$ cat src/rtl/uart_rx_frame_ctrl.sv
// uart_rx_frame_ctrl: oversampled UART receive frame sequencer.
// Synchronises rx, walks start/data/parity/stop and reports the byte with error flags.
module uart_rx_frame_ctrl #(
  parameter int OVERSAMPLE = 16,
  parameter int DATA_BITS  = 8
) (
  input  logic       clk,
  input  logic       rst_n,
  input  logic       baud_tick,
  input  logic       rx,
  input  logic       parity_en,
  input  logic       parity_type,
  output logic [7:0] data_out,
  output logic       data_valid,
  output logic       parity_error,
  output logic       framing_error,
  output logic       busy
);

  localparam int TW = $clog2(OVERSAMPLE);
  localparam logic [TW-1:0] HALF_LAST = TW'(OVERSAMPLE / 2 - 1);
  localparam logic [TW-1:0] FULL_LAST = TW'(OVERSAMPLE - 1);
  localparam logic [TW-1:0] TICK_ONE  = TW'(1);
  localparam logic [2:0]    BIT_LAST  = 3'(DATA_BITS - 1);

  typedef enum logic [2:0] {
    ST_IDLE   = 3'd0,
    ST_START  = 3'd1,
    ST_DATA   = 3'd2,
    ST_PARITY = 3'd3,
    ST_STOP   = 3'd4,
    ST_BREAK  = 3'd5
  } state_t;

  // Received parity bit disagrees with the data XOR for the selected sense.
  function automatic logic parity_mismatch(input logic data_xor, input logic pbit,
                                           input logic odd);
    return (data_xor ^ pbit) != odd;
  endfunction

  logic                 r_rx_meta, r_rx_sync;
  state_t               r_state, w_state_nxt;
  logic [TW-1:0]        r_tick_cnt, w_tick_nxt;
  logic [2:0]           r_bit_cnt, w_bit_nxt;
  logic [DATA_BITS-1:0] r_shift, w_shift_nxt;
  logic                 r_par_acc, w_par_acc_nxt;
  logic                 r_par_err, w_par_err_nxt;
  logic                 r_par_en, w_par_en_nxt;
  logic                 r_par_type, w_par_type_nxt;
  logic                 w_deliver;
  logic [7:0]           w_data_ext;
  logic [7:0]           r_data_out;
  logic                 r_data_valid, r_parity_error, r_framing_error, r_busy;

  // Two-flop synchroniser for the asynchronous rx pin, idles high.
  always_ff @(posedge clk or negedge rst_n) begin
    if (!rst_n) begin
      r_rx_meta <= 1'b1;
      r_rx_sync <= 1'b1;
    end else begin
      r_rx_meta <= rx;
      r_rx_sync <= r_rx_meta;
    end
  end

  // Next-state and datapath decisions; everything is frozen between baud ticks.
  always_comb begin
    w_state_nxt    = r_state;
    w_tick_nxt     = r_tick_cnt;
    w_bit_nxt      = r_bit_cnt;
    w_shift_nxt    = r_shift;
    w_par_acc_nxt  = r_par_acc;
    w_par_err_nxt  = r_par_err;
    w_par_en_nxt   = r_par_en;
    w_par_type_nxt = r_par_type;
    w_deliver      = 1'b0;
    if (baud_tick) begin
      case (r_state)
        ST_IDLE: begin
          if (!r_rx_sync) begin
            w_state_nxt    = ST_START;
            w_tick_nxt     = '0;
            w_par_en_nxt   = parity_en;
            w_par_type_nxt = parity_type;
          end else begin
            w_state_nxt = ST_IDLE;
          end
        end
        ST_START: begin
          if (r_tick_cnt == HALF_LAST) begin
            w_tick_nxt    = '0;
            w_bit_nxt     = 3'd0;
            w_par_acc_nxt = 1'b0;
            w_par_err_nxt = 1'b0;
            if (!r_rx_sync) begin
              w_state_nxt = ST_DATA;
            end else begin
              w_state_nxt = ST_IDLE;
            end
          end else begin
            w_tick_nxt = r_tick_cnt + TICK_ONE;
          end
        end
        ST_DATA: begin
          if (r_tick_cnt == FULL_LAST) begin
            w_tick_nxt    = '0;
            w_shift_nxt   = {r_rx_sync, r_shift[DATA_BITS-1:1]};
            w_par_acc_nxt = r_par_acc ^ r_rx_sync;
            if (r_bit_cnt == BIT_LAST) begin
              w_state_nxt = r_par_en ? ST_PARITY : ST_STOP;
            end else begin
              w_bit_nxt = r_bit_cnt + 3'd1;
            end
          end else begin
            w_tick_nxt = r_tick_cnt + TICK_ONE;
          end
        end
        ST_PARITY: begin
          if (r_tick_cnt == FULL_LAST) begin
            w_tick_nxt    = '0;
            w_par_err_nxt = parity_mismatch(r_par_acc, r_rx_sync, r_par_type);
            w_state_nxt   = ST_STOP;
          end else begin
            w_tick_nxt = r_tick_cnt + TICK_ONE;
          end
        end
        ST_STOP: begin
          if (r_tick_cnt == FULL_LAST) begin
            w_tick_nxt  = '0;
            w_deliver   = 1'b1;
            // Re-arming at mid stop bit lets a back-to-back start edge be caught.
            w_state_nxt = r_rx_sync ? ST_IDLE : ST_BREAK;
          end else begin
            w_tick_nxt = r_tick_cnt + TICK_ONE;
          end
        end
        ST_BREAK: begin
          if (r_rx_sync) begin
            w_state_nxt = ST_IDLE;
          end else begin
            w_state_nxt = ST_BREAK;
          end
        end
        default: begin
          w_state_nxt = ST_IDLE;
          w_tick_nxt  = '0;
          w_bit_nxt   = 3'd0;
        end
      endcase
    end else begin
      w_state_nxt = r_state;
    end
  end

  // Zero-extend the shift register to the fixed 8-bit output width.
  always_comb begin
    w_data_ext                = 8'd0;
    w_data_ext[DATA_BITS-1:0] = r_shift;
  end

  // FSM state register.
  always_ff @(posedge clk or negedge rst_n) begin
    if (!rst_n) begin
      r_state <= ST_IDLE;
    end else begin
      r_state <= w_state_nxt;
    end
  end

  // Counters, shift register and latched frame configuration.
  always_ff @(posedge clk or negedge rst_n) begin
    if (!rst_n) begin
      r_tick_cnt <= '0;
      r_bit_cnt  <= 3'd0;
      r_shift    <= '0;
      r_par_acc  <= 1'b0;
      r_par_err  <= 1'b0;
      r_par_en   <= 1'b0;
      r_par_type <= 1'b0;
    end else begin
      r_tick_cnt <= w_tick_nxt;
      r_bit_cnt  <= w_bit_nxt;
      r_shift    <= w_shift_nxt;
      r_par_acc  <= w_par_acc_nxt;
      r_par_err  <= w_par_err_nxt;
      r_par_en   <= w_par_en_nxt;
      r_par_type <= w_par_type_nxt;
    end
  end

  // Registered outputs; byte and status hold until the next delivery.
  always_ff @(posedge clk or negedge rst_n) begin
    if (!rst_n) begin
      r_data_out      <= 8'd0;
      r_data_valid    <= 1'b0;
      r_parity_error  <= 1'b0;
      r_framing_error <= 1'b0;
      r_busy          <= 1'b0;
    end else begin
      r_data_valid <= w_deliver;
      r_busy       <= (w_state_nxt != ST_IDLE);
      if (w_deliver) begin
        r_data_out      <= w_data_ext;
        r_parity_error  <= r_par_en & r_par_err;
        r_framing_error <= ~r_rx_sync;
      end else begin
        r_data_out      <= r_data_out;
        r_parity_error  <= r_parity_error;
        r_framing_error <= r_framing_error;
      end
    end
  end

  assign data_out      = r_data_out;
  assign data_valid    = r_data_valid;
  assign parity_error  = r_parity_error;
  assign framing_error = r_framing_error;
  assign busy          = r_busy;

endmodule

$ cat config.mk
export PLATFORM = sky130hd
export DESIGN_NAME = uart_rx_frame_ctrl
export DESIGN_NICKNAME = d
export VERILOG_FILES = /design/src/rtl/uart_rx_frame_ctrl.sv
export SDC_FILE = /design/constraint.sdc
export NUM_CORES = 1
export LEC_CHECK = 0
export ABC_AREA = 1
export CAP_MARGIN = 20
export CORE_MARGIN = 4
export CORE_UTILIZATION = 47
export CTS_BUF_LIST = sky130_fd_sc_hd__clkbuf_8
export CTS_CLUSTER_SIZE = 20
export DETAILED_ROUTE_END_ITERATION = 10
export HOLD_SLACK_MARGIN = 0.03
export PLACE_DENSITY = 0.7
export SYNTH_ARGS = -nofsm -noshare
export SYNTH_HDL_FRONTEND = slang
export SYNTH_SLANG_ARGS = --single-unit
$ cat constraint.sdc
create_clock -name clk -period 1.42 [get_ports clk]
set_input_delay 0.284 -clock clk [delete_from_list [all_inputs] [get_ports clk]]
set_output_delay 0.284 -clock clk [all_outputs]
set_load 0.05 [all_outputs]
==> Word level (Yosys, flattened, before mapping) <==
Cells that the tools add are included.
{ "op_classes": {"n_lt_le_gt_ge": 0, "div_mod_pow": 0, "shifts": 0, "mux": 27, "multipliers": 0, "reduce_logical": 12, "n_addsub": 2, "eq_ne": 14, "bitwise_logic": 5} }
{ "op_table": {"columns": ["op", "n"], "rows": [
  ["3-bit two-way mux", 11],
  ["3-bit one-hot mux with 6 select lines", 1],
  ["4-bit one-hot mux with 4 select lines", 1],
  ["4-bit two-way mux", 3],
  ["2-bit != test, second input constant", 5],
  ["3-bit equality test, second input constant", 3],
  ["3-bit one-hot mux with 3 select lines", 1],
  ["3-bit AND reduction", 3],
  ["4-bit AND reduction", 2],
  ["1-bit two-way mux", 7],
  ["3-bit by 2-bit equality test with 1-bit output, second input constant", 2],
  ["5-bit AND reduction", 1],
  ["4-bit by 1-bit adder with 4-bit output, second input constant", 1],
  ["4-bit by 3-bit equality test with 1-bit output, second input constant", 1],
  ["4-bit equality test, second input constant", 1],
  ["1-bit one-hot mux with 2 select lines", 2],
  ["2-bit nonzero test", 2],
  ["4-bit OR reduction", 1],
  ["3-bit by 1-bit adder with 3-bit output, second input constant", 1],
  ["3-bit by 1-bit equality test with 1-bit output, second input constant", 1],
  ["3-bit zero test", 1],
  ["1-bit inverter", 3],
  ["3-bit nonzero test", 1],
  ["3-bit OR reduction", 1],
  ["other kinds (4)", 4]
]} }
{ "totals": {"latchBits": 0, "mem_count": 0, "out_inout_bits": 12, "mem_bits_ro": 0, "ram_bits": 0, "register_bits": 36} }

==> Logic depth before layout (Yosys ltp) <==
Gate-level depths: netlist of run 1.
{ "depth": {"depth_word": 6, "ltp_mapped": 11, "mapped_depth_nobuf": 11} }

==> Worst setup path after synthesis of run 1 <==
No wires, ideal clock.
{ "synth_timing": {"path_type": "register to register", "from": "register r_tick_cnt[0]", "to": "register r_shift[7]", "synth_period_minus_slack_ns": 1.378, "stages_incl_launch_ff": 8, "setup_time_ns": 0.119, "path_slack_ns": 0.042, "arrival_time_ns": 1.259, "cell_sequence": "dfrtp_1 -> ha_1 -> nand3_1 -> nor2_1 -> nand2_2 -> buf_6 -> nand2_1 -> o21ai_2"} }
{ "synth_between": {"elab_chain_len": 2} }
{ "synth_rtl": {"columns": ["element", "line_no", "text"], "rows": [
  ["start: declaration", "43", "logic [TW-1:0] r_tick_cnt, w_tick_nxt;"],
  ["start signal: assignment", "181", "r_tick_cnt <= w_tick_nxt;"],
  ["4-bit equality test", "105", "if (r_tick_cnt == FULL_LAST) begin"],
  ["3-bit AND reduction (no source line)", null, null],
  ["end signal: assignment", "183", "r_shift <= w_shift_nxt;"],
  ["end: declaration", "45", "logic [DATA_BITS-1:0] r_shift, w_shift_nxt;"]
]} }
Every way passes these cells.
A chain may end at the register's enable or synchronous reset.

==> Worst setup path in the final report of run 1 <==
{ "layout_timing": {"from": "register r_state[2]", "to": "register r_par_en"} }
{ "layout_between": {"elab_chain_len": 2} }
{ "layout_rtl": {"columns": ["element", "line_no", "text"], "rows": [
  ["start: declaration", "42", "state_t r_state, w_state_nxt;"],
  ["start signal: assignment", "166", "r_state <= w_state_nxt;"],
  ["3-bit zero test", "78", "case (r_state)"],
  ["3-bit AND reduction (no source line)", null, null],
  ["end signal: assignment", "186", "r_par_en <= w_par_en_nxt;"],
  ["end: declaration", "48", "logic r_par_en, w_par_en_nxt;"]
]} }
Every way passes these cells.

==> results of run 1 <==
worst min path at each step:
stage	endpoint	slack, ns
detailed placement	data_out[2]$_DFFE_PN0P_	0.35
finish	data_out[1]$_DFFE_PN0P_	0.02
floorplan	busy$_DFF_PN0_	-0.01
global placement	data_out[2]$_DFFE_PN0P_	0.35
CTS	data_out[2]$_DFFE_PN0P_	0.05
global route	parity_error$_DFFE_PN0P_	0.06
cell families after synthesis:
| group | Yosys count | synth area share, % |
|---|---|---|
| xor gates and xnor gates | 3 | 1.454 |
| DFF | 36 | 49.97 |
| muxes | 1 | 0.6228 |
| buffers and inverters | 29 | 8.304 |
| adders and majority gates | 3 | 2.076 |
| AOI/OAI and AO/OA | 35 | 13.29 |
| and+or+nand+nor | 94 | 24.29 |
stage by stage:
| stage | power (mW) | hold slack [ns] |
|---|---|---|
| after global placement | 2.442 | 0.3462 |
| after floorplan | 2.083 | -0.01159 |
| after detailed placement | 2.458 | 0.3468 |
| after CTS | 3.146 | 0.04620 |
| after global routing | 3.589 | 0.06151 |
| final | 3.366 | 0.02369 |
flip-flops by register name, summed over array words and instances (netlist names):
register       cells
r_bit_cnt          3
r_shift            8
r_par_type         1
r_par_acc          1
r_par_en           1
r_state            3
r_tick_cnt         4
r_rx_sync          1
r_rx_meta          1
data_valid         1
parity_error       1
r_par_err          1
data_out           8
framing_error      1
busy               1
metal layers:
| metal | vias up | part of all wire [%] |
|---|---|---|
| li1 | 746 | - |
| met3 | 5 | 3.8 |
| met4 | 0 | 1.4 |
| met1 | 708 | 45 |
| met5 | - | 0 |
| met2 | 27 | 50 |
cell type report:
type	instances	area share (%)
Clock buffer	5	2.596
Clock inverter	3	0.4719
Sequential cell	36	34.21
Timing Repair Buffer	44	20.76
Multi-Input combinational cell	137	36.15
Tap cell	48	2.265
Inverter	24	3.539
where the power goes:
| group | switching (mW) | total [mW] | internal, mW |
|---|---|---|---|
| clock | 0.336 | 0.665 | 0.329 |
| sequential | 0.170 | 1.33 | 1.16 |
| combinational | 0.745 | 1.37 | 0.626 |
synth_stat cells (2+ instances only):
cell     count
dfstp_2      2
dfrtp_1     34
o21ai_2     11
nand3_1     11
nand2_2      2
nand4_1      4
xor2_1       2
nand2_4      2
inv_1       22
buf_6        5
o21ai_0      6
ha_1         3
o21ai_1     12
nor2_4       2
a21oi_2      2
nor2_1      12
nand2_1     55
repair_timing:
| item | in CTS | in global routing |
|---|---|---|
| setup buffers | 2 | 6 |
| gates cloned | 0 | 4 |
| setup endpoints to repair | 25 | 29 |
| pin swaps | 7 | 15 |
| resized for setup | 11 | 43 |
==> impl_metrics.csv, run 1 <==
group,metric,value,unit
outcome,status,"complete, but fails checks",
outcome,violations,"negative setup slack",
yosys,synth_edf_count,0,
timing,hold_viol,0,
yosys,avgSynthCellArea,8.995,sq um
pwr,peakVddDrop,831.8,uV
drt,ant_nets,0,
layout,antenna_cells,0,
clock_network,cts_tree,"done",
timing,fin_crit_sh,104.4,%
clock_network,hold_buffers,0,
yosys,syn-cell-area,1808,sq um
global_route,grt_pass1_wl,5.823,mm
yosys,ys_seq_area_share,49.97,%
timing,finalCriticalPeriod,1.483,ns
worst_setup_path,cp_num_buf_inv,2,
layout,layout_commonest_cell,"nand2_1",
clock_network,cts.sinks,36,
worst_setup_path,endpoint_kind,"flip-flop",
placement,place_ws,-0.2198,ns
die,start_util,49.02,%
die,io_pins,18,
global_route,use_met1,18.88,%
yosys,synth_cell_type_count,31,
worst_setup_path,cpMaxStageDelayCell,"dfrtp_2",
placement,dp_hpwl,2.447,mm
worst_setup_path,worstPathArrival,1.65,ns
yosys,ys_warn_count,0,
clock_network,clk_latency,0.28,ns
yosys,synthCells,201,
drt,drtPass1Iterations,5,
layout,fin_area,2651,sq um
global_route,grt_use_met3,4.604,%
yosys,synth_ff_type,"dfrtp_1",
worst_setup_path,required,1.59,ns
global_route,grt_pass1_vias,1320,
placement,port-buffer-count,17,
layout,final_util,71.88,%
timing,rsz0062_at_grt,"true",
worst_setup_path,slowest_delay,0.47,ns
yosys,yosysTopAreaCell,"dfrtp_1",
global_route,grt_overflow,0,
die,die_y,70.02,um
worst_setup_path,path_cells,"buf_4 -> nor3_4 -> nand3_1 -> buf_4 -> nor2_1 -> a21oi_1",
worst_setup_path,reg2reg_from,"r_state[2]$_DFF_PN0_",
timing,fin_setup_tns,-0.1943,ns
worst_setup_path,path_depth,6,
die,die_area,4903,sq um
timing,relSlewSlack,70.86,%
layout,layout_common_cells,"41 x nand2_1, 31 x dfrtp_1, 23 x inv_1",
yosys,synth.top_cell.area_share,47.06,%
timing,slew_violations,0,
timing,fmax,674.4,MHz
worst_setup_path,reg2reg_to,"r_par_en$_DFFE_PN0P_",
job,maxCapViolations,0,
yosys,ys_seq_elements,36,
pwr,p_leak,1.210,nW
timing,worst_pin_slew,0.4371,ns
layout,drive_gt1_share,42.97,%
die,die_x,70.02,um
layout,stdcell_count,297,
worst_setup_path,crit_top_cell,"buf_4",
worst_setup_path,rr_worst_depth,6,
clock_network,cts_max_level,2,
worst_setup_path,critPathTopFamily,"simple AND/OR/NAND/NOR gates",
hold_path,hold_class,"in -> async",
timing,setup_viol,6,
clock_network,clkTransAtPathRegs,0.07,ns
drt,drt_iter0_drc,63,
yosys,synth_async_sr_flop_share,100.0,%
layout,layout.area.seq,907.1,sq um
clock_network,numCtsBuffers,5,
worst_setup_path,startpoint,"r_state[2]$_DFF_PN0_",
die,core_area,3689,sq um
clock_network,cts_buffer_depth,2,
global_route,grt_use_total,14.82,%
drt,wl_per_cell,13.37,um
global_route,antenna_found_initial,0,
worst_setup_path,regToRegSetupSlack,-0.06,ns
drt,vias_per_cell,5.003,
clock_network,cts_root_buf,"clkbuf_8",
worst_setup_path,cp-start-kind,"flip-flop",
layout,nNetsFinal,257,
worst_setup_path,critPathCapture,"r_par_en$_DFFE_PN0P_",
timing,setup_ws,-0.06285,ns
drt,drc,0,
worst_setup_path,cp_max_fo,7,
timing,clock_skew,0.009041,ns
global_route,use_met2,23.82,%
yosys,syn_nets,210,
pwr,power_density,1270,nW/um^2
placement,place_area,2230,sq um
layout,nFillCells,243,
die,row_count,22,
layout,multi_input_area,958.4,sq um
global_route,grt_max_degree,37,
worst_setup_path,path_class,"reg -> reg",
drt,routed_wl,3.972,mm
placement,gp_congestion,0.8815,
global_route,busiest_layer,"met2",
placement,place_inst,277,
layout,areaGrowthSynthToFinish,46.64,%
drt,vias,1486,
yosys,synth_area_leaders,"dfrtp_1 47%, nand2_1 11%, o21ai_2 5.3%, inv_1 4.6%, o21ai_1 3.3%",
Power figures use the tool's default switching activity.
==> inputs of run 2 (changes only) <==
- SKIP_LAST_GASP: unset -> 1
==> impl_metrics.csv, run 2 (synthesis gave the netlist of run 1 again) <==
group,metric,value,unit
pwr,p_int,2.108,mW
worst_setup_path,worstPathArrival,1.63,ns
worst_setup_path,path_cells,"buf_4 -> nor3_4 -> nand3_1 -> buf_4 -> nor2_1 -> a21oi_1",
timing,setup_ws,-0.04191,ns
timing,rsz0062_at_grt,"true",
die,die_y,70.02,um
placement,gp_congestion,0.8815,
worst_setup_path,path_class,"reg -> reg",
timing,fin_crit_sh,103.0,%
worst_setup_path,cpMaxStageDelayCell,"dfrtp_2",
global_route,grt_use_total,14.82,%
drt,drtPass1Iterations,4,
drt,wl_per_cell,13.23,um
timing,slew_violations,0,
global_route,grt_max_degree,37,
global_route,grt_pass1_vias,1320,
layout,layout_commonest_cell,"nand2_1",
hold_path,hold_class,"in -> async",
pwr,p_sw,1.232,mW
placement,port-buffer-count,17,
worst_setup_path,cp_max_fo,7,
die,start_util,49.02,%
placement,place_area,2230,sq um
outcome,status,"complete, but fails checks",
pwr,clock_power_share,19.9,%
placement,dp_hpwl,2.447,mm
outcome,violations,"negative setup slack",
layout,nFillCells,247,
placement,place_inst,277,
clock_network,cts_tree,"done",
die,die_area,4903,sq um
pwr,p_leak,1.209,nW
layout,stdcell_count,297,
clock_network,clkTransAtPathRegs,0.07,ns
global_route,grt_pass1_wl,5.823,mm
worst_setup_path,endpoint_kind,"flip-flop",
die,row_count,22,
clock_network,clk_latency,0.28,ns
clock_network,cts_buffer_depth,2,
layout,drive_gt1_share,42.57,%
drt,routed_wl,3.930,mm
die,core_area,3689,sq um
layout,final_util,71.71,%
clock_network,numCtsBuffers,5,
drt,vias,1456,
drt,vias_per_cell,4.902,
clock_network,cts_root_buf,"clkbuf_8",
worst_setup_path,crit_top_cell,"buf_4",
die,io_pins,18,
drt,drt_iter0_drc,60,
worst_setup_path,cp-start-kind,"flip-flop",
timing,finalCriticalPeriod,1.462,ns
timing,fin_setup_tns,-0.1147,ns
timing,worst_pin_slew,0.4375,ns
placement,place_ws,-0.2198,ns
layout,layout_common_cells,"42 x nand2_1, 31 x dfrtp_1, 23 x inv_1",
layout,fin_area,2645,sq um
worst_setup_path,slowest_delay,0.47,ns
pwr,finalPower,3.340,mW
global_route,grt_overflow,0,
global_route,antenna_found_initial,0,
layout,areaGrowthSynthToFinish,46.30,%
die,die_x,70.02,um
pwr,power_density,1263,nW/um^2
clock_network,hold_buffers,0,
timing,hold_viol,0,
layout,nNetsFinal,257,
job,maxCapViolations,0,
timing,hold_slack,0.02583,ns
drt,ant_nets,0,
timing,clock_skew,0.008271,ns
pwr,p_sw_share,36.88,%
pwr,peakVddDrop,814.8,uV
timing,setup_viol,5,
drt,drc,0,
pwr,p_comb_share,40.3,%
timing,fmax,684.0,MHz
timing,relSlewSlack,70.83,%
layout,antenna_cells,0,
pwr,pwr-share-seq,39.8,%
clock_network,cts.sinks,36,
clock_network,cts_max_level,2,
worst_setup_path,required,1.59,ns
==> run 2: per-layer routing <==
metal / global-route usage, % / vias up / share of wire (%)
li1: - / 744 / -
met1: 18.88 / 682 / 44
met2: 23.82 / 28 / 50
met3: 4.604 / 2 / 4.7
met4: 5.106 / 0 / 0.69
met5: 0 / - / 0
==> run 2: power groups by stage <==
stage / clock network (mW) / logic [mW] / registers, mW
after detailed placement: 0 / 1.15 / 1.31
after floorplan: 0 / 0.790 / 1.29
final: 0.663 / 1.35 / 1.33
after global placement: 0 / 1.14 / 1.31
after CTS: 0.681 / 1.17 / 1.30
after global routing: 0.746 / 1.49 / 1.34
==> run 2: final timing paths <==
| path | start | to | slack [ns] | cells past startpoint |
|---|---|---|---|---|
| worst min register to register | r_rx_meta$_DFF_PN1_ | r_rx_sync$_DFF_PN1_ | 0.36 | 0 |
| min in group clk | r_rx_meta$_DFF_PN1_ | r_rx_sync$_DFF_PN1_ | 0.36 | 0 |
| worst min-delay path | rst_n | data_out[1]$_DFFE_PN0P_ | 0.03 | 2 |
| worst max-delay path | r_state[2]$_DFF_PN0_ | r_par_en$_DFFE_PN0P_ | -0.04 | 6 |
| worst max register to register | r_state[2]$_DFF_PN0_ | r_par_en$_DFFE_PN0P_ | -0.04 | 6 |
| max in group asynchronous | rst_n | r_rx_meta$_DFF_PN1_ | 1.05 | 2 |
==> run 2: cell type report <==
type,count,area (sq um),share of cell area [%]
clock buffer,5,68.82,2.602
clock inverter,3,12.51,0.4730
inverter,24,93.84,3.548
multi-input combinational,137,955.9,36.14
sequential,36,907.1,34.30
tap,48,60.06,2.271
timing repair buffer,44,546.8,20.67
==> run 2: repair_timing <==
| item | in CTS | in global routing |
|---|---|---|
| cloned | 0 | 4 |
| endpoints found under the setup margin | 25 | 29 |
| pin swaps | 7 | 15 |
| buffers inserted | 2 | 6 |
| gates resized for setup | 11 | 41 |
==> run 2: critical path, delay by kind of cell, from the launching register on <==
kind / cells / cell delay, ns
AO/OA/AOI/OAI: 1 / 0.05
AND/OR/NAND/NOR: 3 / 0.50
buffers and inverters: 2 / 0.34
flip-flops: 1 / 0.47
==> inputs of run 3 (changes only) <==
- CORE_UTILIZATION: 47 -> 50
- PLACE_DENSITY: 0.7 -> 0.74
==> impl_metrics.csv, run 3 (synthesis gave the netlist of run 1 again) <==
group,metric,value,unit
die,start_util,52.93,%
global_route,grt_pass1_wl,6.748,mm
global_route,grt_use_total,19.63,%
drt,vias,1663,
drt,drc,0,
timing,fmax,649.5,MHz
drt,vias_per_cell,5.562,
worst_setup_path,endpoint_kind,"flip-flop",
timing,fin_setup_tns,-0.6683,ns
timing,setup_ws,-0.1195,ns
drt,ant_nets,0,
placement,place_inst,274,
global_route,antenna_found_initial,0,
layout,nFillCells,190,
timing,rsz0062_at_grt,"true",
drt,top_layer,"met4",
outcome,violations,"negative setup slack",
worst_setup_path,worstPathArrival,1.72,ns
layout,fin_area,2733,sq um
global_route,grt_pass1_vias,1445,
timing,worst_pin_slew,0.3869,ns
worst_setup_path,required,1.60,ns
placement,place_area,2245,sq um
placement,gp_congestion,0.8632,
layout,drive_gt1_share,46.64,%
layout,areaGrowthSynthToFinish,51.14,%
drt,drt-met1-wl,2.085,mm
layout,stdcell_count,299,
clock_network,numCtsBuffers,5,
timing,slew_violations,0,
clock_network,clkTransAtPathRegs,0.08,ns
pwr,p_comb_share,41.7,%
pwr,pwr-share-seq,37.5,%
pwr,clock_power_share,20.8,%
layout,layout_commonest_cell,"nand2_1",
pwr,p_leak,1.221,nW
die,die_area,4642,sq um
timing,relSlewSlack,74.11,%
die,row_count,21,
drt,routed_wl,5.419,mm
hold_path,hold_class,"reg -> reg",
placement,port-buffer-count,17,
clock_network,cts_buffer_depth,2,
clock_network,cts_root_buf,"clkbuf_8",
drt,drt_iter0_drc,218,
timing,hold_viol,0,
layout,layout_common_cells,"36 x nand2_1, 31 x dfrtp_1, 22 x buf_4",
worst_setup_path,regToRegSetupSlack,-0.12,ns
global_route,grt_max_degree,37,
die,core_area,3416,sq um
drt,dr_wl_met2,2.737,mm
worst_setup_path,cp_max_fo,4,
outcome,status,"complete, but fails checks",
die,die_y,68.13,um
layout,antenna_cells,0,
placement,dp_hpwl,2.647,mm
clock_network,cts_max_level,2,
timing,hold_slack,0.3571,ns
die,die_x,68.13,um
drt,drtPass1Iterations,4,
timing,clock_skew,0.007939,ns
pwr,p_int,2.161,mW
clock_network,cts.sinks,36,
pwr,p_sw,1.422,mW
global_route,grt_overflow,0,
clock_network,clk_latency,0.30,ns
pwr,power_density,1311,nW/um^2
drt,wl_per_cell,18.12,um
die,io_pins,18,
job,maxCapViolations,0,
timing,fin_crit_sh,108.4,%
drt,wl_met3,299,um
timing,finalCriticalPeriod,1.540,ns
clock_network,cts_tree,"done",
pwr,peakVddDrop,1002,uV
worst_setup_path,path_class,"reg -> reg",
layout,nNetsFinal,261,
worst_setup_path,cp-start-kind,"flip-flop",
pwr,p_sw_share,39.69,%
timing,setup_viol,22,
[run 3: cell types whose count changed in the layout (fill, tap and decap cells not counted), sizes merged]
cell	change
clkinv	+2
buf	+3
dlygate4sd3	+1
inv	-2
[run 3: layer usage]
metal,vias up,global-route usage [%]
li1,752,-
met1,792,23.70
met2,86,34.30
met3,33,3.612
met4,0,7.940
met5,-,0
[run 3: path summary, 6_finish.rpt]
check / startpoint / endpoint / cells past startpoint
worst max-delay path: r_bit_cnt[0]$_DFFE_PN0P_ / busy$_DFF_PN0_ / 11
worst min-delay path: r_rx_meta$_DFF_PN1_ / r_rx_sync$_DFF_PN1_ / 0
worst max register to register: r_bit_cnt[0]$_DFFE_PN0P_ / busy$_DFF_PN0_ / 11
worst min register to register: r_rx_meta$_DFF_PN1_ / r_rx_sync$_DFF_PN1_ / 0
max in group asynchronous: rst_n / r_rx_meta$_DFF_PN1_ / 3
min in group asynchronous: rst_n / r_tick_cnt[3]$_DFFE_PN0P_ / 3
[run 3: area by class of cell]
class / count / area (sq um) / share of cell area, %
flip-flops and latches: 36 / 907.1 / 33.20
well taps: 46 / 57.56 / 2.106
clock buffers: 5 / 68.82 / 2.518
repair buffers: 48 / 613.1 / 22.44
inverters: 24 / 97.59 / 3.571
multi-input cells: 137 / 969.7 / 35.49
clock inverters: 3 / 18.77 / 0.6868
[run 3: power groups by stage]
stage	logic [mW]	registers, mW	clock network, mW
floorplan	0.790	1.29	0
global placement	1.14	1.32	0
detailed placement	1.18	1.32	0
CTS	1.27	1.31	0.726
global route	1.59	1.36	0.798
finish	1.50	1.34	0.745
[run 3: timing repair]
item,in CTS,in global routing
gates resized for setup,15,46
hold endpoints to repair,34,0
cloned,0,4
pin swaps,1,19
hold buffers,1,0
buffers inserted,3,9
setup endpoints to repair,26,29
[run 3: worst max-delay path, stage by stage (launching register included)]
cell and delay, ns:
dfrtp_1 0.38, ha_2 0.20, ha_4 0.17, inv_1 0.08
nand2_1 0.08, nand3_2 0.05, nand2_1 0.06, nand3_1 0.07
nand2_1 0.12, nand2_2 0.07, nor2_1 0.09, nand2_1 0.06
[run 3: metrics by stage]
stage	power (mW)	setup slack (ns)	utilization, %
6_report	3.582	-0.1195	80.00
5_1_grt	3.743	-0.2050	80.00
4_1_cts	3.303	0.009583	70.81
3_5_place_dp	2.501	-0.1993	65.71
3_3_place_gp	2.463	-0.1519	65.71
2_1_floorplan	2.083	0.04198	-
==> variant 1 (flow settings as in run 2) <==
Re-encode `state_t` (6 states) as one-hot, 6 bits wide.
--- a/src/rtl/uart_rx_frame_ctrl.sv
+++ b/src/rtl/uart_rx_frame_ctrl.sv
@@ -23,13 +23,13 @@
   localparam logic [TW-1:0] TICK_ONE  = TW'(1);
   localparam logic [2:0]    BIT_LAST  = 3'(DATA_BITS - 1);
 
-  typedef enum logic [2:0] {
-    ST_IDLE   = 3'd0,
-    ST_START  = 3'd1,
-    ST_DATA   = 3'd2,
-    ST_PARITY = 3'd3,
-    ST_STOP   = 3'd4,
-    ST_BREAK  = 3'd5
+  typedef enum logic [5:0] {
+    ST_IDLE   = 6'b000001,
+    ST_START  = 6'b000010,
+    ST_DATA   = 6'b000100,
+    ST_PARITY = 6'b001000,
+    ST_STOP   = 6'b010000,
+    ST_BREAK  = 6'b100000
   } state_t;
 
   // Received parity bit disagrees with the data XOR for the selected sense.
Formal check against the unedited RTL: same outputs for any inputs over 10 cycles, from zero or initial values and one cycle with rst_n low; not proved beyond that.
==> variant 1 against run 2 <==
The flow still finishes with violations (negative setup slack); clock skew is 0.0013 ns lower; cell area is 28% higher; area after synthesis is 12% higher; global-route usage is 7.8 points higher; wire length is 87% higher; sequential cell count is 3 higher; maximum frequency is 16% lower; total power is 12% higher; clock power is 69% higher; setup slack worse by 0.29 ns; cell count is 24% higher; non-clock buffer count is 24 higher; critical endpoint is now busy.
==> variant 1: results (changes against run 2) <==
- The run finished, with violations left.
- The checks that failed: negative setup slack.
- Clock latency on the worst-skew pair: 0.30 ns (+0.02 ns)
* Placed Cells: 340 (+23%)
- The final total negative setup slack is -5.138 ns (-5.023 ns).
- The worst hold path terminates at r_rx_sync.
- The number of port buffers is 17 (unchanged).
- The most used flip-flop cell after synthesis is sky130_fd_sc_hd__dfrtp_1.
- The maximum VDD drop is 1.192 mV (+46%).
- The overall routing resource usage was 22.62% (+7.8 points).
* Achievable Freq: 571.9 MHz (-16%)
- The post-detailed-route via-to-cell ratio is 5.859 (+20%).
- The net count after synthesis was 256 (+22%).
- Vias post-DR: 2162 (+48%)
- Origin of the worst setup path: r_state[0]
* Critical Setup Path Class: register to register
- Mean Syn Cell Area: 8.224 um^2 (-8.6%)
* Largest fanout of any net on the critical path: 4 (-3)
* Largest delay contributor family on the critical path: simple AND/OR/NAND/NOR gates
- Ranked by total cell area, the synthesized netlist is headed by sky130_fd_sc_hd__dfrtp_1 45%, sky130_fd_sc_hd__nand2_1 12%, sky130_fd_sc_hd__inv_1 4.5%.
- Critical path data arrival time: 1.93 ns (+0.30 ns)
- The standby leakage power came to 1.587 nW (+31%).
- The instance area after placement was 2608 um^2 (+17%).
* Depth of the most critical reg-to-reg path: 9 (+3)
- Final worst setup slack: -0.3286 ns (-0.2867 ns)
- Routed wire per std cell: 19.93 um (+51%)
- First-pass GRT wire length: 9266 um (+59%)
* Layout Cell Area excl Fill: 3396 um^2 (+28%)
- The path class of the tightest hold or removal check is register to register.
* Post-Place Setup Slack: -0.1900 ns (+0.02981 ns)
* Starting DRC count in detailed routing: 286 (+380%)
- The pin slew with the least headroom to its limit came to 0.3758 ns (-0.06167 ns).
- Max Clock Skew: 0.006990 ns (-0.001281 ns)
- The HPWL after detailed placement is 3435 um (+40%).
- Layout cell share with drive strength beyond 1: 57.37% (+15 points)
* Vias in the first global route: 2020 (+53%)
- The number of inserted filler cells in the final layout came to 192 (-22%).
- Total number of H-tree levels: 2 (unchanged)
* Crit path max-delay cell type: sky130_fd_sc_hd__dfstp_2
* Top cells by count, synth: 66 x sky130_fd_sc_hd__nand2_1, 36 x sky130_fd_sc_hd__dfrtp_1, 24 x sky130_fd_sc_hd__inv_1
- Worst hold slack: 0.3618 ns (+0.3359 ns)
- Number of endpoints failing setup at the final stage: 36 (+31)
- Number of distinct library cells after synthesis: 25 (-19%)
- The longest individual stage delay on the worst path came to 0.59 ns (+0.12 ns).
* Placer's final routability congestion estimate: 0.9259 (+5.0%)
* # nets final: 328 (+28%)
- The worst register-to-register path ends at busy.
- The largest net degree at the start of global routing was 27 (-27%).
* Sequential element share of the synthesized area: 48.42% (-1.5 points)
[variant 1: cell types whose count changed in the layout (fill, tap and decap cells not counted), sizes merged, moves of 2 or more]
cell and delta:
buf +23, nand2 +14, nor2 +12, inv +7, o21ai +7, nand3 +4
a21oi +3, nand4 -3, bufinv +2, dfrtp +2, or2 -2
[variant 1: cell type report]
cell class / instances / area share, %
Multi-Input combinational cell: 172 / 38.65
Clock buffer: 5 / 2.027
Clock inverter: 3 / 1.879
Tap cell: 50 / 1.842
Inverter: 32 / 3.906
Timing Repair Buffer: 68 / 22.77
Sequential cell: 39 / 28.92
[variant 1: metal layers]
metal	track usage (%)	share of wire, %	vias up
met3	5.062	8.5	49
met1	26.46	37	1019
met5	0	0	-
met4	12.07	5.0	0
li1	-	-	927
met2	38.29	50	167
[variant 1: report_power, final]
group | switching [mW] | total, mW | internal, mW
logic | 0.696 | 1.21 | 0.518
registers | 0.160 | 1.41 | 1.25
clock network | 0.426 | 1.12 | 0.696
[variant 1: kinds of logic (layout without fill, tap and decap cells)]
group / Yosys count / count (layout) / share of synthesized area (%)
mux: 2 / 2 / 1.113
fa+ha+maj: 4 / 4 / 2.474
xor+xnor: 2 / 2 / 0.8660
simple gates: 119 / 120 / 26.84
buf+inv: 36 / 108 / 7.236
flops: 39 / 39 / 48.42
compound gates: 44 / 44 / 13.05
[variant 1: timing repair]
item	4_1_cts	5_1_grt
hold buffers	1	0
hold endpoints to repair	12	0
pin swaps	21	34
gates resized for setup	44	79
gates cloned	2	2
endpoints found under the setup margin	34	36
buffers inserted	9	7
==> variant 2 (config.mk and constraints of run 2) <==
Made on the original files. The parameter `OVERSAMPLE` goes from 16 to 32.
--- a/src/rtl/uart_rx_frame_ctrl.sv
+++ b/src/rtl/uart_rx_frame_ctrl.sv
@@ -1,7 +1,7 @@
 // uart_rx_frame_ctrl: oversampled UART receive frame sequencer.
 // Synchronises rx, walks start/data/parity/stop and reports the byte with error flags.
 module uart_rx_frame_ctrl #(
-  parameter int OVERSAMPLE = 16,
+  parameter int OVERSAMPLE = 32,
   parameter int DATA_BITS  = 8
 ) (
   input  logic       clk,
Behaviour: no difference found for any inputs over 10 cycles, from zero or initial values and one cycle with rst_n low; that may be too few to reach the edited logic, so the function may still have changed.
==> variant 2 against run 2 <==
The run still ends with negative setup slack left; maximum frequency down 13%; setup slack worse by 0.22 ns; count of clock-buffer cells in the layout unchanged; cell count up 12%; non-clock buffer count up 16; area after synthesis up 6.7%; global-route usage up 4.6 points; clock skew down 0.0052 ns; wire length up 33%; cell area up 16%; utilization up 5.3 points; sequential cell count up 1; total power up 17%; critical path type unchanged; highest routed layer unchanged.
==> variant 2: results (changes against run 2) <==
* Outcome: finished with violations
- Failing checks: negative setup slack
- The count of vias placed by the detailed router was 1759 (+21%).
* Switching power summed over all nets: 1.434 mW (+16%)
- Half-perimeter wire length of the detailed placement result: 2874 um (+17%)
* Area added between synthesis and finish: 58.56%
- The first-pass GRT wire length came to 7790 um (+34%).
* Final worst setup slack: -0.2612 ns (-0.2193 ns)
* Non-clock buffer area fraction after layout: 23.76% (+3.1 points)
* FF+latch count, synth: 37 (+2.8%)
- The top fanout value on the critical path is 4 (-3).
- The mean cell area of the mapped netlist is 8.770 um^2 (-2.5%).
- Sequential element share of the synthesized area: 48.12% (-1.8 points)
* Combinational Power: 1.52 mW (+13%)
- The overall routed net length is 5239 um (+33%).
- Crit path max-delay cell type: sky130_fd_sc_hd__dfrtp_1
* Number of fillers in the final layout: 239 (-3.2%)
- Worst hold slack: 0.3606 ns (+0.3347 ns)
- The DRC violation total after the first TritonRoute iteration was 96 (+60%).
- The pin slew with the least headroom to its limit is 0.3701 ns (-0.06745 ns).
* Number of endpoints failing setup at the final stage: 33 (+28)
* Vias in the first global route: 1666 (+26%)
- The standby leakage power came to 1.399 nW (+16%).
- Multi-input gates: 148 (+8.0%)
* Depth of the most critical reg-to-reg path: 12 (+6)
- Area of the multi-input gates: 1096 um^2 (+15%)
- The endpoint identified for the worst register-to-register timing path is busy.
## variant 2: cell count changes after synthesis, moves of 3 or more
cell / change
sky130_fd_sc_hd__nand3_1: +9
sky130_fd_sc_hd__o21ai_1: -9
sky130_fd_sc_hd__o21ai_0: +8
sky130_fd_sc_hd__ha_1: +4
sky130_fd_sc_hd__buf_6: -3
sky130_fd_sc_hd__inv_1: +4
## variant 2: kinds of logic after synthesis
group                    count (synthesis)  synth area share (%)
AO/OA/AOI/OAI                           33                 10.90
XOR/XNOR                                 4                 1.816
adder cells (fa/ha/maj)                  7                 4.539
buffers and inverters                   36                 8.689
flip-flops                              37                 48.12
multiplexers                             2                 1.167
AND/OR/NAND/NOR                        101                 24.77
## variant 2: repair_timing
item                                    4_1_cts  5_1_grt
pin swaps                                    12       21
resized for setup                            39       42
buffers inserted                              7        5
endpoints found under the hold margin        35        0
endpoints found under the setup margin       32       33
cloned                                        3        1
hold buffers                                  1        0
## variant 2: layer usage
metal	vias up	global-route usage (%)	share of wire (%)	wire length (um)
li1	829	-	-	-
met1	865	25.20	43	2254
met2	52	31.85	51	2657
met3	13	3.878	4.2	221
met4	0	7.933	2.0	106
met5	-	0	0	0
## variant 2: worst max path at each step
stage / startpoint / end / slack (ns)
2_1_floorplan: r_tick_cnt[1] / busy / -0.1
3_3_place_gp: r_tick_cnt[1] / r_bit_cnt[1] / -0.18
3_5_place_dp: r_tick_cnt[1] / busy / -0.23
4_1_cts: r_tick_cnt[0] / busy / -0.19
5_1_grt: r_tick_cnt[1] / busy / -0.36
6_report: r_tick_cnt[1] / busy / -0.26
